==> src/rtl/hls_fp17_add_pkg.sv <==
// Shared types for the fp17 adder channel buffers.
// Occupancy state encodes the operand count directly.
package hls_fp17_add_pkg;
  localparam int FP17_W = 17;

  typedef logic [1:0] rcv_cnt_t;

  typedef enum logic [1:0] {
    EMPTY = 2'd0,
    ONE   = 2'd1,
    TWO   = 2'd2
  } rcv_state_t;
endpackage

==> src/rtl/hls_fp17_add_chn_a_rsci_rcv_buf_if.sv <==
// chn_a operand channel: upstream vz/lz handshake plus core-side request/stall.
interface hls_fp17_add_chn_a_rsci_rcv_buf_if
  import hls_fp17_add_pkg::*;
#(
  parameter int WIDTH = FP17_W
);
  logic [WIDTH-1:0] chn_a_rsc_z;
  logic             chn_a_rsc_vz;
  logic             chn_a_rsc_lz;
  logic             chn_a_rsci_oswt;
  logic             core_en;
  logic             chn_a_rsci_wen_comp;
  logic [WIDTH-1:0] chn_a_rsci_d_mxwt;
  rcv_cnt_t         chn_a_rsci_cnt;

  // master: upstream producer + HLS core; slave: the receive buffer
  modport master (
    output chn_a_rsc_z, chn_a_rsc_vz, chn_a_rsci_oswt, core_en,
    input  chn_a_rsc_lz, chn_a_rsci_wen_comp, chn_a_rsci_d_mxwt, chn_a_rsci_cnt
  );

  modport slave (
    input  chn_a_rsc_z, chn_a_rsc_vz, chn_a_rsci_oswt, core_en,
    output chn_a_rsc_lz, chn_a_rsci_wen_comp, chn_a_rsci_d_mxwt, chn_a_rsci_cnt
  );
endinterface

==> src/rtl/hls_fp17_add_chn_a_rsci_rcv_ctrl.sv <==
// Occupancy FSM for the chn_a skid buffer: push/pop decode, ready, stall,
// and the load strobes that steer the head/tail data registers.
module hls_fp17_add_chn_a_rsci_rcv_ctrl
  import hls_fp17_add_pkg::*;
(
  input  logic     nvdla_core_clk,
  input  logic     nvdla_core_rst,
  input  logic     vz,
  input  logic     oswt,
  input  logic     core_en,
  output logic     lz,
  output logic     wen_comp,
  output logic     load_head,
  output logic     load_tail,
  output logic     head_from_tail,
  output rcv_cnt_t cnt
);
  rcv_state_t state_q, state_d;
  logic       push, pop;

  // Ready depends only on registered state (and reset), never on vz/oswt.
  assign lz       = ~nvdla_core_rst & (state_q != TWO);
  assign push     = vz & lz;
  assign pop      = oswt & core_en & (state_q != EMPTY);
  assign wen_comp = ~oswt | (state_q != EMPTY);
  assign cnt      = rcv_cnt_t'(state_q);

  always_ff @(posedge nvdla_core_clk or posedge nvdla_core_rst) begin
    if (nvdla_core_rst) state_q <= EMPTY;
    else                state_q <= state_d;
  end

  always_comb begin
    state_d        = state_q;
    load_head      = 1'b0;
    load_tail      = 1'b0;
    head_from_tail = 1'b0;
    case (state_q)
      EMPTY: begin
        if (push) begin
          state_d   = ONE;
          load_head = 1'b1;
        end
      end
      ONE: begin
        // push+pop replaces the head in place: full-rate streaming stays in ONE
        if (push && pop) begin
          load_head = 1'b1;
        end else if (push) begin
          state_d   = TWO;
          load_tail = 1'b1;
        end else if (pop) begin
          state_d   = EMPTY;
        end
      end
      TWO: begin
        if (pop) begin
          state_d        = ONE;
          head_from_tail = 1'b1;
        end
      end
      default: state_d = EMPTY;
    endcase
  end
endmodule

==> src/rtl/hls_fp17_add_chn_a_rsci_rcv_buf.sv <==
// chn_a receive buffer: two-entry skid buffer between upstream and the core.
// The core always sees the registered head; there is no z->d_mxwt bypass.
module hls_fp17_add_chn_a_rsci_rcv_buf
  import hls_fp17_add_pkg::*;
#(
  parameter int WIDTH = FP17_W
)(
  input  logic nvdla_core_clk,
  input  logic nvdla_core_rst,
  hls_fp17_add_chn_a_rsci_rcv_buf_if.slave chn_a
);
  logic [WIDTH-1:0] head_q, tail_q;
  logic             load_head, load_tail, head_from_tail;

  hls_fp17_add_chn_a_rsci_rcv_ctrl u_ctrl (
    .nvdla_core_clk (nvdla_core_clk),
    .nvdla_core_rst (nvdla_core_rst),
    .vz             (chn_a.chn_a_rsc_vz),
    .oswt           (chn_a.chn_a_rsci_oswt),
    .core_en        (chn_a.core_en),
    .lz             (chn_a.chn_a_rsc_lz),
    .wen_comp       (chn_a.chn_a_rsci_wen_comp),
    .load_head      (load_head),
    .load_tail      (load_tail),
    .head_from_tail (head_from_tail),
    .cnt            (chn_a.chn_a_rsci_cnt)
  );

  always_ff @(posedge nvdla_core_clk or posedge nvdla_core_rst) begin
    if (nvdla_core_rst) begin
      head_q <= '0;
    end else if (head_from_tail) begin
      head_q <= tail_q;
    end else if (load_head) begin
      head_q <= chn_a.chn_a_rsc_z;
    end
  end

  always_ff @(posedge nvdla_core_clk or posedge nvdla_core_rst) begin
    if (nvdla_core_rst)  tail_q <= '0;
    else if (load_tail)  tail_q <= chn_a.chn_a_rsc_z;
  end

  assign chn_a.chn_a_rsci_d_mxwt = head_q;
endmodule

==> src/flat_wrapper.sv <==
// flat-port wrapper written by rule: the top's interface ports become plain ports
module hls_fp17_add_chn_a_rsci_rcv_buf_flat import hls_fp17_add_pkg::*;
#(
  parameter int WIDTH = FP17_W
)
  (nvdla_core_clk, nvdla_core_rst, chn_a_chn_a_rsc_z, chn_a_chn_a_rsc_vz, chn_a_chn_a_rsci_oswt, chn_a_core_en, chn_a_chn_a_rsc_lz, chn_a_chn_a_rsci_wen_comp, chn_a_chn_a_rsci_d_mxwt, chn_a_chn_a_rsci_cnt);
  hls_fp17_add_chn_a_rsci_rcv_buf_if #(.WIDTH(WIDTH)) chn_a_i ();
  input  logic nvdla_core_clk;
  input  logic nvdla_core_rst;
  input wire logic [$bits(chn_a_i.chn_a_rsc_z)-1:0] chn_a_chn_a_rsc_z;
  input wire logic [$bits(chn_a_i.chn_a_rsc_vz)-1:0] chn_a_chn_a_rsc_vz;
  input wire logic [$bits(chn_a_i.chn_a_rsci_oswt)-1:0] chn_a_chn_a_rsci_oswt;
  input wire logic [$bits(chn_a_i.core_en)-1:0] chn_a_core_en;
  output wire logic [$bits(chn_a_i.chn_a_rsc_lz)-1:0] chn_a_chn_a_rsc_lz;
  output wire logic [$bits(chn_a_i.chn_a_rsci_wen_comp)-1:0] chn_a_chn_a_rsci_wen_comp;
  output wire logic [$bits(chn_a_i.chn_a_rsci_d_mxwt)-1:0] chn_a_chn_a_rsci_d_mxwt;
  output wire logic [$bits(chn_a_i.chn_a_rsci_cnt)-1:0] chn_a_chn_a_rsci_cnt;
  assign chn_a_i.chn_a_rsc_z = chn_a_chn_a_rsc_z;
  assign chn_a_i.chn_a_rsc_vz = chn_a_chn_a_rsc_vz;
  assign chn_a_i.chn_a_rsci_oswt = chn_a_chn_a_rsci_oswt;
  assign chn_a_i.core_en = chn_a_core_en;
  assign chn_a_chn_a_rsc_lz = chn_a_i.chn_a_rsc_lz;
  assign chn_a_chn_a_rsci_wen_comp = chn_a_i.chn_a_rsci_wen_comp;
  assign chn_a_chn_a_rsci_d_mxwt = chn_a_i.chn_a_rsci_d_mxwt;
  assign chn_a_chn_a_rsci_cnt = chn_a_i.chn_a_rsci_cnt;
  hls_fp17_add_chn_a_rsci_rcv_buf #(.WIDTH(WIDTH)) u_core (.nvdla_core_clk(nvdla_core_clk), .nvdla_core_rst(nvdla_core_rst), .chn_a(chn_a_i));
endmodule
==> config.mk <==
export PLATFORM = sky130hd
export DESIGN_NAME = hls_fp17_add_chn_a_rsci_rcv_buf_flat
export DESIGN_NICKNAME = d
export VERILOG_FILES = /design/src/rtl/hls_fp17_add_pkg.sv /design/src/rtl/hls_fp17_add_chn_a_rsci_rcv_buf_if.sv /design/src/rtl/hls_fp17_add_chn_a_rsci_rcv_ctrl.sv /design/src/rtl/hls_fp17_add_chn_a_rsci_rcv_buf.sv /design/src/flat_wrapper.sv
export SDC_FILE = /design/constraint.sdc
export NUM_CORES = 1
export LEC_CHECK = 0
export CAP_MARGIN = 20
export CORE_UTILIZATION = 42
export DETAILED_ROUTE_END_ITERATION = 16
export GPL_TIMING_DRIVEN = 0
export PLACE_DENSITY = 0.68
export SYNTH_ARGS = -nofsm -noshare
export SYNTH_HDL_FRONTEND = slang
export SYNTH_SLANG_ARGS = --single-unit
==> constraint.sdc <==
create_clock -name nvdla_core_clk -period 3.8 [get_ports nvdla_core_clk]
set_input_delay 0.57 -clock nvdla_core_clk [delete_from_list [all_inputs] [get_ports nvdla_core_clk]]
set_output_delay 0.57 -clock nvdla_core_clk [all_outputs]
set_load 0.05 [all_outputs]
---- Word level (Yosys, flattened, before mapping) ----
Index checks and enable logic that the tools add are counted.
operators by class
  bitwise operators ....................... 7
  reduce and logical (&&, ||, !) cells .... 5
  muxes and demuxes ....................... 15
  equality and inequality tests ........... 7
operators with widths
  kind                                                  number
  2-to-1 mux 17 bit                                     2
  2-to-1 mux 2 bit                                      5
  inequality test 2 bit (second input constant)         4
  2-to-1 mux 1 bit                                      6
  case mux 2 bit (3 select lines)                       1
  AND 1 bit                                             4
  AND reduction 4 bit                                   1
  nonzero test 2 bit                                    2
  inequality test 3 bit (second input constant)         1
  equality test 2 x 1 -> 1 bit (second input constant)  1
  equality test 2 bit (second input constant)           1
  zero test 2 bit                                       1
  inverter 1 bit                                        2
  case mux 1 bit (2 select lines)                       1
  logical AND 1 bit                                     1
  bitwise OR 1 bit                                      1
storage, ports and cells
  output and inout port bits .............. 21
  register bits after elaboration ......... 36
  word-level logic and storage cells ...... 37
  bits of input ports ..................... 22

---- Longest topological paths before layout ----
  depth after elaboration ................. 8
  mapped depth ............................ 5
  mapped depth without buffers ............ 3

---- By module ----
Synthesis repeated with hierarchy kept, for this count alone.
unflattened totals
  cells, all modules ...................... 129
  area, all modules ....................... 1636.6 µm²
modules (own cells, without submodules)
  module                            cells each  area an instance (µm²)  times used
  hls_fp17_add_chn_a_rsci_rcv_buf   110         1482.7                  1
  hls_fp17_add_chn_a_rsci_rcv_ctrl  19          153.9                   1

---- Worst setup path after synthesis ----
OpenSTA, ideal clock, no wires.
  kind .................................... in2out
  from .................................... input nvdla_core_rst
  to ...................................... output chn_a_chn_a_rsc_lz
  buffers on the path ..................... 0
  arrival time ............................ 1.885 ns
  required time ........................... 3.230 ns
  stages on the path ...................... 2
  slack ................................... 1.345 ns
  path through ............................ inv_1 > and2_1
between the ends
  word-level cells in the longest chain between the ends .. 2
RTL lines
  what            RTL line                                RTL
  from (decl)     flat_wrapper.sv:9                       input logic nvdla_core_rst;
  inverter 1 bit  hls_fp17_add_chn_a_rsci_rcv_ctrl.sv:22  assign lz = ~nvdla_core_rst & (state_q != TWO);
  AND 1 bit       hls_fp17_add_chn_a_rsci_rcv_ctrl.sv:22
  to (decl)       flat_wrapper.sv:14                      output wire logic [$bits(chn_a_i.chn_a_rsc_lz)-1:0] chn_a_chn_a_rsc_lz;
Every way passes these cells.

---- Worst setup path in the final report ----
Same ends and word-level chain as after synthesis.

==> flow_summary.toml <==
[yosys]
yosysTopAreaCellShare_pct = 53.9
syn_avg_cell_area_um2 = 15.5
synth-adder-area-share_pct = 0
syn_inst = 108
synthSimpleGateAreaFrac_pct = 4.94
yosys_register_bits = 36
synth_top_family_by_area = "multiplexers"
synthTopCellsByArea = "dfrtp_1 54%, mux2_2 28%, mux2_4 9.0%, nand4b_4 1.4%, buf_6 1.3%"
yosysSeqAreaShare_pct = 53.9
synth.net_count = 130
syn_area_mm2 = 0.00167
yosysUniqueCellTypes = 19
yosys_warnings = 0
synth_mux_area_share_pct = 37.2
synth_xor_area_share_pct = 0
synth-compound-area-share_pct = 1.80
yosysTopAreaCell = "dfrtp_1"

[setup_path]
start_kind = "input port"
rrSetupSlack_ps = 1990
worstSetupPathType = "input port to output pin"
worstPathArrival_ps = 2810
end_kind = "output pin"
cp_max_fo = 19
worst_ep_required_time_ps = 3230

[power_and_ir_drop]
switching_share_pct = 39.0
cellPowerDensity_mw_per_mm2 = 848
leakage_nw = 0.981
combPwrFrac_pct = 48.3
p_switching_mw = 0.757
p_clk_share_pct = 16.7
max-vdd-ir-drop_v = 0.000368
power_frac_seq_pct = 35.0
p_int_mw = 1.18

[sta]
rsz0062_at_grt = "no"
finalCritPeriodShare_pct = 89.0
hold_viol = 0
layout_min_cycle_time_ps = 3380
tns_ps = 0
max_freq_ghz = 0.296
max-slew-margin-rel_pct = 44.5
tightest_slew_ps = 832
fin_ws_ps = 418
skew_ps = 4.18
setup-violations-final = 0
maxSlewViolCount = 0

[floorplanning]
core.rowCount = 22
die_y_um = 65.1
start_util_pct = 44.7
core_mm2 = 0.00374
die_area_mm2 = 0.00424
die_x_um = 65.1
pin_count = 43

[global_route]
antenna_found_initial = 0
grt-ovfl-total = 0
grt_max_degree = 20
grt_pass1_wl_um = 5550
grt_pass1_vias = 1170
track_usage_pct = 17.7

[drt]
firstDrtPassIters = 4
drt-total-wl_um = 3230
drcViolationCount = 0
wl_per_cell_um = 15.6
final_antenna_net_count = 0
viasPerCell = 5.10
dr_total_vias = 1056
drt_iter0_drc = 39

[clock_network]
cts_made_buffers = 5
cts.sinks = 36
path_clk_slew_ps = 70
clock_path_buffers = 2
tritoncts = "done"
clk_latency_ps = 280
post_cts_resized = 0
htreeDepth = 2
post_cts_buffers = 0
clock-root-buffer = "clkbuf_8"
postCtsHoldBufs = 0

[cells_and_area]
syn_to_final_growth_pct = 36.8
multi_input_area_um2 = 734
layout_commonest_cell = "clkdlybuf4s50_1"
layout.nets = 180
regArea_um2 = 901
drive_above_1_share_pct = 40.3
nFillCells = 306
n_antenna_cell = 0
mostFrequentLayoutCells = "42 x clkdlybuf4s50_1, 41 x mux2_2, 36 x dfrtp_1"

[place]
post-place-ws_ps = 366
place.gp.congestion = 0.766
dp_hpwl_um = 2320
portBuffers = 42

[flow_run]
cap_viol_max_count = 0

[worst_hold_path]
hp-class = "flop to flop"

[run_status]
outcome = "finished, final reports clean"
## critical path: stages
cell             delay (ps)
clkdlybuf4s50_1         450
inv_1                   630
buf_16                  230
and2_1                  130
clkdlybuf4s50_1         790
## registers in the layout, summed over array words and instances, names as in the netlist
register and flops:
u_core.tail_q 17, u_core.chn_a.chn_a_rsci_d_mxwt 17, u_core.u_ctrl.cnt 2
## routing by layer
layer | vias up | wire length, um | global-route usage [%]
met4 | 0 | 44 | 7.34
met2 | 21 | 1720 | 31.8
met1 | 544 | 1340 | 20.4
met3 | 5 | 121 | 3.35
met5 | - | 0 | 0
li1 | 486 | - | -
## layout make-up
type | instances | area share (%)
flip-flops and latches | 36 | 39.4
multi-input cells | 67 | 32.1
repair buffers | 43 | 19.6
clock buffers | 6 | 3.17
well taps | 48 | 2.63
clock inverters | 2 | 1.53
plain buffers | 4 | 1.42
inverters | 1 | 0.164
## cells in the mapped netlist, drive strengths merged
master,number
mux2,51
dfrtp,36
buf,4
nand2,3
and2,2
a21boi,1
a221o,1
and4b,1
inv,1
mux2i,1
nand4b,1
nor2,1
nor2b,1
nor3b,1
o211ai,1
o21ai,1
or2b,1
## kinds of logic after synthesis
| kind of cell | Yosys count |
|---|---|
| flops | 36 |
| simple gates | 11 |
| buf+inv | 5 |
| mux | 52 |
| compound gates | 4 |
## final timing paths
check | startpoint | end | cells after the start
worst max register to register | u_core.u_ctrl.cnt[1] | u_core.tail_q[2] | 4
worst max-delay path | nvdla_core_rst | chn_a_chn_a_rsc_lz | 5
worst min register to register | u_core.tail_q[11] | u_core.tail_q[11] | 1
worst min-delay path | u_core.tail_q[11] | u_core.tail_q[11] | 1
min in group asynchronous | nvdla_core_rst | u_core.tail_q[13] | 2
max in group asynchronous | nvdla_core_rst | u_core.tail_q[8] | 3
## metrics by stage
step | std cells | power, mW | utilization [%] | hold slack, ps | cell area [um^2]
detailed placement | 199 | 1.63 | 58.2 | 489 | 2180
global placement | 198 | 1.60 | 57.5 | 483 | 2150
finish | 207 | 1.94 | 61.1 | 504 | 2290
floorplan | 108 | 1.32 | - | 475 | 1670
global route | 207 | 2.04 | 61.1 | 518 | 2290
CTS | 207 | 1.96 | 61.1 | 505 | 2290
## power by group through the flow
stage,Combinational (mW),Sequential [mW],Clock [mW]
after floorplan,0.310,1.01,0
after global placement,0.929,0.672,0
after detailed placement,0.941,0.686,0
after CTS,0.944,0.682,0.331
after global routing,0.981,0.707,0.349
final,0.936,0.679,0.324
No activity file was read; power rests on OpenSTA's default activity.
